<file path="src/rtl/ex_div.sv">
// Iterative restoring divider for the EX stage (DIV / DIVU).
// Holds stall_req while iterating; ready, quo and rem are valid only in the END cycle.
module ex_div #(
  parameter int unsigned WIDTH = 32,
  parameter int unsigned CNT_W = 6
) (
  input  logic             clk,
  input  logic             rst,
  input  logic             start,
  input  logic             signed_div,
  input  logic [WIDTH-1:0] dividend,
  input  logic [WIDTH-1:0] divisor,
  input  logic             annul,
  output logic             stall_req,
  output logic             ready,
  output logic [WIDTH-1:0] quo,
  output logic [WIDTH-1:0] rem
);

  typedef enum logic [1:0] {StIdle, StByZero, StOn, StEnd} state_e;

  state_e           r_state;
  logic [CNT_W-1:0] r_cnt;
  logic [WIDTH-1:0] r_dvd;   // remaining dividend bits, quotient shifted in from the bottom
  logic [WIDTH-1:0] r_dsr;
  logic [WIDTH-1:0] r_part;
  logic             r_neg_q;
  logic             r_neg_r;
  logic             r_ready;
  logic [WIDTH-1:0] r_quo;
  logic [WIDTH-1:0] r_rem;

  logic [WIDTH:0]   w_shift;
  logic [WIDTH:0]   w_diff;
  logic             w_qbit;
  logic [WIDTH-1:0] w_part_nxt;
  logic [WIDTH-1:0] w_quo_nxt;
  logic [WIDTH-1:0] w_dvd_abs;
  logic [WIDTH-1:0] w_dsr_abs;
  logic             w_last;

  always_comb begin
    w_shift    = {r_part, r_dvd[WIDTH-1]};
    w_diff     = w_shift - {1'b0, r_dsr};
    w_qbit     = ~w_diff[WIDTH];
    w_part_nxt = w_qbit ? w_diff[WIDTH-1:0] : w_shift[WIDTH-1:0];
    w_quo_nxt  = {r_dvd[WIDTH-2:0], w_qbit};
    w_dvd_abs  = (signed_div && dividend[WIDTH-1]) ? -dividend : dividend;
    w_dsr_abs  = (signed_div && divisor[WIDTH-1]) ? -divisor : divisor;
    w_last     = (r_cnt == CNT_W'(WIDTH - 1));
  end

  always_ff @(posedge clk) begin
    if (!rst) begin
      r_state <= StIdle;
      r_cnt   <= '0;
      r_dvd   <= '0;
      r_dsr   <= '0;
      r_part  <= '0;
      r_neg_q <= 1'b0;
      r_neg_r <= 1'b0;
      r_ready <= 1'b0;
      r_quo   <= '0;
      r_rem   <= '0;
    end else begin
      r_ready <= 1'b0;
      r_quo   <= '0;
      r_rem   <= '0;
      if (annul) begin
        r_state <= StIdle;
      end else begin
        unique case (r_state)
          StIdle: begin
            if (start) begin
              if (divisor == '0) begin
                r_state <= StByZero;
              end else begin
                r_state <= StOn;
                r_cnt   <= '0;
                r_part  <= '0;
                r_dvd   <= w_dvd_abs;
                r_dsr   <= w_dsr_abs;
                r_neg_q <= signed_div & (dividend[WIDTH-1] ^ divisor[WIDTH-1]);
                r_neg_r <= signed_div & dividend[WIDTH-1];
              end
            end
          end
          StByZero: begin
            r_state <= StEnd;
            r_ready <= 1'b1;
          end
          StOn: begin
            r_cnt  <= r_cnt + CNT_W'(1);
            r_part <= w_part_nxt;
            r_dvd  <= w_quo_nxt;
            if (w_last) begin
              r_state <= StEnd;
              r_ready <= 1'b1;
              r_quo   <= r_neg_q ? -w_quo_nxt : w_quo_nxt;
              r_rem   <= r_neg_r ? -w_part_nxt : w_part_nxt;
            end
          end
          StEnd: begin
            r_state <= StIdle;
          end
          default: begin
            r_state <= StIdle;
          end
        endcase
      end
    end
  end

  always_comb begin
    stall_req = !annul && ((r_state == StIdle && start) || r_state == StOn ||
                           r_state == StByZero);
    ready     = r_ready;
    quo       = r_quo;
    rem       = r_rem;
  end

endmodule

</file>
<file path="config.mk">
export PLATFORM = sky130hd
export DESIGN_NAME = ex_div
export DESIGN_NICKNAME = d
export VERILOG_FILES = /design/src/rtl/ex_div.sv
export SDC_FILE = /design/constraint.sdc
export NUM_CORES = 1
export LEC_CHECK = 0
export CORE_MARGIN = 2
export CORE_UTILIZATION = 41
export CTS_CLUSTER_DIAMETER = 100
export DETAILED_ROUTE_END_ITERATION = 10
export SYNTH_ARGS = -nofsm -noshare
export SYNTH_HDL_FRONTEND = slang
export SYNTH_SLANG_ARGS = --single-unit
</file>
<file path="constraint.sdc">
create_clock -name clk -period 7.8 [get_ports clk]
set_input_delay 1.56 -clock clk [delete_from_list [all_inputs] [get_ports clk]]
set_output_delay 1.56 -clock clk [all_outputs]
set_load 0.005 [all_outputs]
</file>
==> run_results.csv <==
group,metric,value,unit
setup_path,worstPathRequired,8170,ps
hold_path,hold_depth,2,
logic_synthesis,syn_inst,1475,
clock_tree,cts_sinks,171,
cells_and_area,fin_util,49.40,%
clock_tree,cts-buffers-inserted,17,
power_and_ir_drop,swShare,30.94,%
detailed_routing,wl_per_cell,16.39,um
floorplan,std_cell_rows,60,
hold_path,holdCritStartpoint,"r_dsr[22]",
logic_synthesis,synth_area_leader_cell,"dfxtp_1",
setup_path,end_kind,"register",
clock_tree,clk_pin_slew_worst_paths,70,ps
placement,postPlaceCellArea,12690,um^2
floorplan,die_h,169.2,um
placement,dp.cells,1881,
clock_tree,htree_levels,4,
logic_synthesis,synth_edf_count,0,
cells_and_area,syn_to_final_growth,18.64,%
detailed_routing,routed_wl,31330,um
floorplan,die_area,28630,um^2
detailed_routing,viasPerCell,5.525,
floorplan,die_w,169.2,um
status,status,"finished clean",
logic_synthesis,syn_avg_cell_area,7.587,um^2
floorplan,core_area,26880,um^2
timing,finalSetupViolCount,0,
setup_path,rr_worst_depth,20,
clock_tree,ctsLongestPathBuffers,2,
setup_path,start_kind,"input port",
global_routing,grt_usage,22.02,%
power_and_ir_drop,pwr-share-clk,37.9,%
clock_tree,cts_tree,"done",
timing,hold_viol,0,
setup_path,reg2reg_slack,2220,ps
placement,portBuffers,134,
setup_path,path_max_fanout,46,
logic_synthesis,synth_flop_cell,"dfxtp_1",
clock_tree,cts_resized,0,
detailed_routing,route.detailed.drc,0,
timing,hold_ws,477.5,ps
run,drv_cap,0,
power_and_ir_drop,p_leak,0.005131,uW
power_and_ir_drop,p_comb_share,21.5,%
floorplan,start_util,41.64,%
logic_synthesis,yosys.area.top_type_share,30.59,%
hold_path,min_to,"r_dsr[22]",
setup_path,critPathArrivalTime,6280,ps
power_and_ir_drop,peakVddDrop,0.1417,mV
setup_path,crit_slowest_cell,"or2_2",
clock_tree,post_cts_buffers,0,
power_and_ir_drop,power.density,171.5,nW/um^2
timing,finalCritPeriodShare,75.74,%
cells_and_area,nFillCells,2779,
placement,hpwl,23290,um
global_routing,grt_max_degree,103,
cells_and_area,layout.nets,1669,
cells_and_area,layout_common_cells,"nand2_1, dfxtp_1, clkdlybuf4s50_1, nor2_1, o21ai_0",
timing,setup-tns-final,0,ps
clock_tree,clockRootBuffer,"clkbuf_16",
detailed_routing,ant_nets,0,
detailed_routing,drt_iter0_drc,836,
timing,post-route-min-period,5908,ps
logic_synthesis,synth.ff_latch_count,171,
hold_path,hp-class,"register to register",
global_routing,overflow,0,
floorplan,io_pins,135,
timing,relSlewSlack,26.53,%
setup_path,timing.critical_path.mode_cell,"or3_1",
setup_path,r2r_start,"r_dvd[31]",
timing,worst_slew_pin_slew,1101,ps
logic_synthesis,ys_seq_area_share,30.59,%
logic_synthesis,syn_nets,1585,
timing,fin_skew,11.77,ps
timing,grt_setup_unrepaired,"no",
clock_tree,cts_hold_buf,0,
setup_path,path_cells,"clkdlybuf4s50_1 > or4_4 > or3_1 > or3_1 > or3_1 > or3_1 > or3_1 > a31oi_1 > or2_2 > buf_4 > nand2_1 > o21ai_0 > and2_1",
cells_and_area,final_cells,1912,
logic_synthesis,ys_types,64,
placement,place.gp.congestion,0.9465,
setup_path,max_stage_delay,880,ps
logic_synthesis,yosys_warnings,0,
cells_and_area,drive_gt1_share,3.565,%
detailed_routing,vias,10563,
cells_and_area,fin_area,13280,um^2
cells_and_area,antenna-diode-count,0,
logic_synthesis,yosys-top-cells-area,"dfxtp_1, nand2_1, xor2_1",
clock_tree,insertion_delay,430,ps
logic_synthesis,async_flop_share,0,%
global_routing,grt_antenna_before_repair,0,
power_and_ir_drop,p_int,1572,uW
cells_and_area,layout_commonest_cell,"nand2_1",
setup_path,worstSetupPathType,"input port to register",
detailed_routing,dr.pass1.iters,5,
timing,slew_viol_final,0,
setup_path,regToRegEndpoint,"rem[30]",
timing,fmax,0.1693,GHz
logic_synthesis,netlist_area,11190,um^2
global_routing,grt_pass1_wl,51040,um
power_and_ir_drop,seqPwrFrac,40.6,%
global_routing,grt_pass1_vias,9742,
power_and_ir_drop,switchingPower,704.3,uW
sequential cells by signal, summed over array words and instances, names as in the netlist:
name	count
quo	32
r_dsr	32
r_dvd	32
r_part	32
rem	32
r_cnt	6
r_state	2
r_neg_q	1
r_neg_r	1
ready	1
area by class of cell:
class,instances,area (um^2),area share [%]
repair buffers,144,1411,10.63
clock inverters,12,138.9,1.046
clock buffers,19,442.9,3.336
inverters,60,225.2,1.696
multi-input cells,1165,7208,54.29
flip-flops and latches,171,3423,25.78
well taps,341,426.7,3.214
how the worst max path moves through the flow:
stage	start	to	slack (ps)	depth (start not counted)
finish	divisor[8]	r_part[4]	1890	13
global route	divisor[8]	r_part[4]	1680	13
floorplan	r_dvd[31]	rem[30]	2740	22
detailed placement	divisor[8]	r_part[4]	1490	13
CTS	divisor[8]	r_part[4]	1930	13
global placement	divisor[8]	r_part[4]	1600	13
routing by layer:
layer | vias to the layer above | routed length, um | global-route usage [%]
li1 | 5323 | - | -
met1 | 4921 | 15630 | 32.39
met2 | 289 | 13540 | 34.27
met3 | 30 | 1761 | 2.705
met4 | 0 | 398 | 5.240
met5 | - | 0 | 0
cell usage after synthesis (all sizes together) (7+ instances only):
master,n
a22oi,8
or3,20
a21o,8
nor4,14
a211oi,11
a21boi,40
o41ai,14
o211a,33
and2,35
or4,13
ha,40
buf,15
o31ai,26
nor3,36
o21a,7
dfxtp,171
xnor2,66
xor2,77
inv,60
nand3,17
mux2i,23
nand4,11
nor2,129
clkbuf,64
a21oi,69
nand2b,11
a31oi,7
o211ai,21
nor2b,12
o21ai,119
nand2,244
metrics by stage:
stage / setup WS [ps] / total power (uW)
2_1_floorplan: 2739 / 1278
3_3_place_gp: 1596 / 1422
3_5_place_dp: 1494 / 1427
4_1_cts: 1935 / 2291
5_1_grt: 1676 / 2392
6_report: 1892 / 2276
kinds of logic (layout without fill, tap and decap cells):
kind of cell | Yosys count | after routing | share of synthesized area (%)
compound gates | 395 | 395 | 23.47
fa+ha+maj | 41 | 41 | 4.651
buf+inv | 139 | 235 | 5.132
simple gates | 563 | 563 | 22.91
flops | 171 | 171 | 30.59
mux | 23 | 23 | 2.057
xor+xnor | 143 | 143 | 11.19
critical path: cells and delay by family:
| kind | cells | cell delay (ps) |
|---|---|---|
| AOI/OAI and AO/OA | 2 | 330 |
| and+or+nand+nor | 9 | 3580 |
| buffers and inverters | 2 | 780 |
power groups by stage:
stage | sequential, uW | combinational [uW] | clock, uW
6_report | 925 | 489 | 863
3_3_place_gp | 943 | 479 | 0
5_1_grt | 929 | 542 | 920
2_1_floorplan | 935 | 343 | 0
4_1_cts | 924 | 485 | 881
3_5_place_dp | 944 | 482 | 0
(Power assumes the default switching activity.)
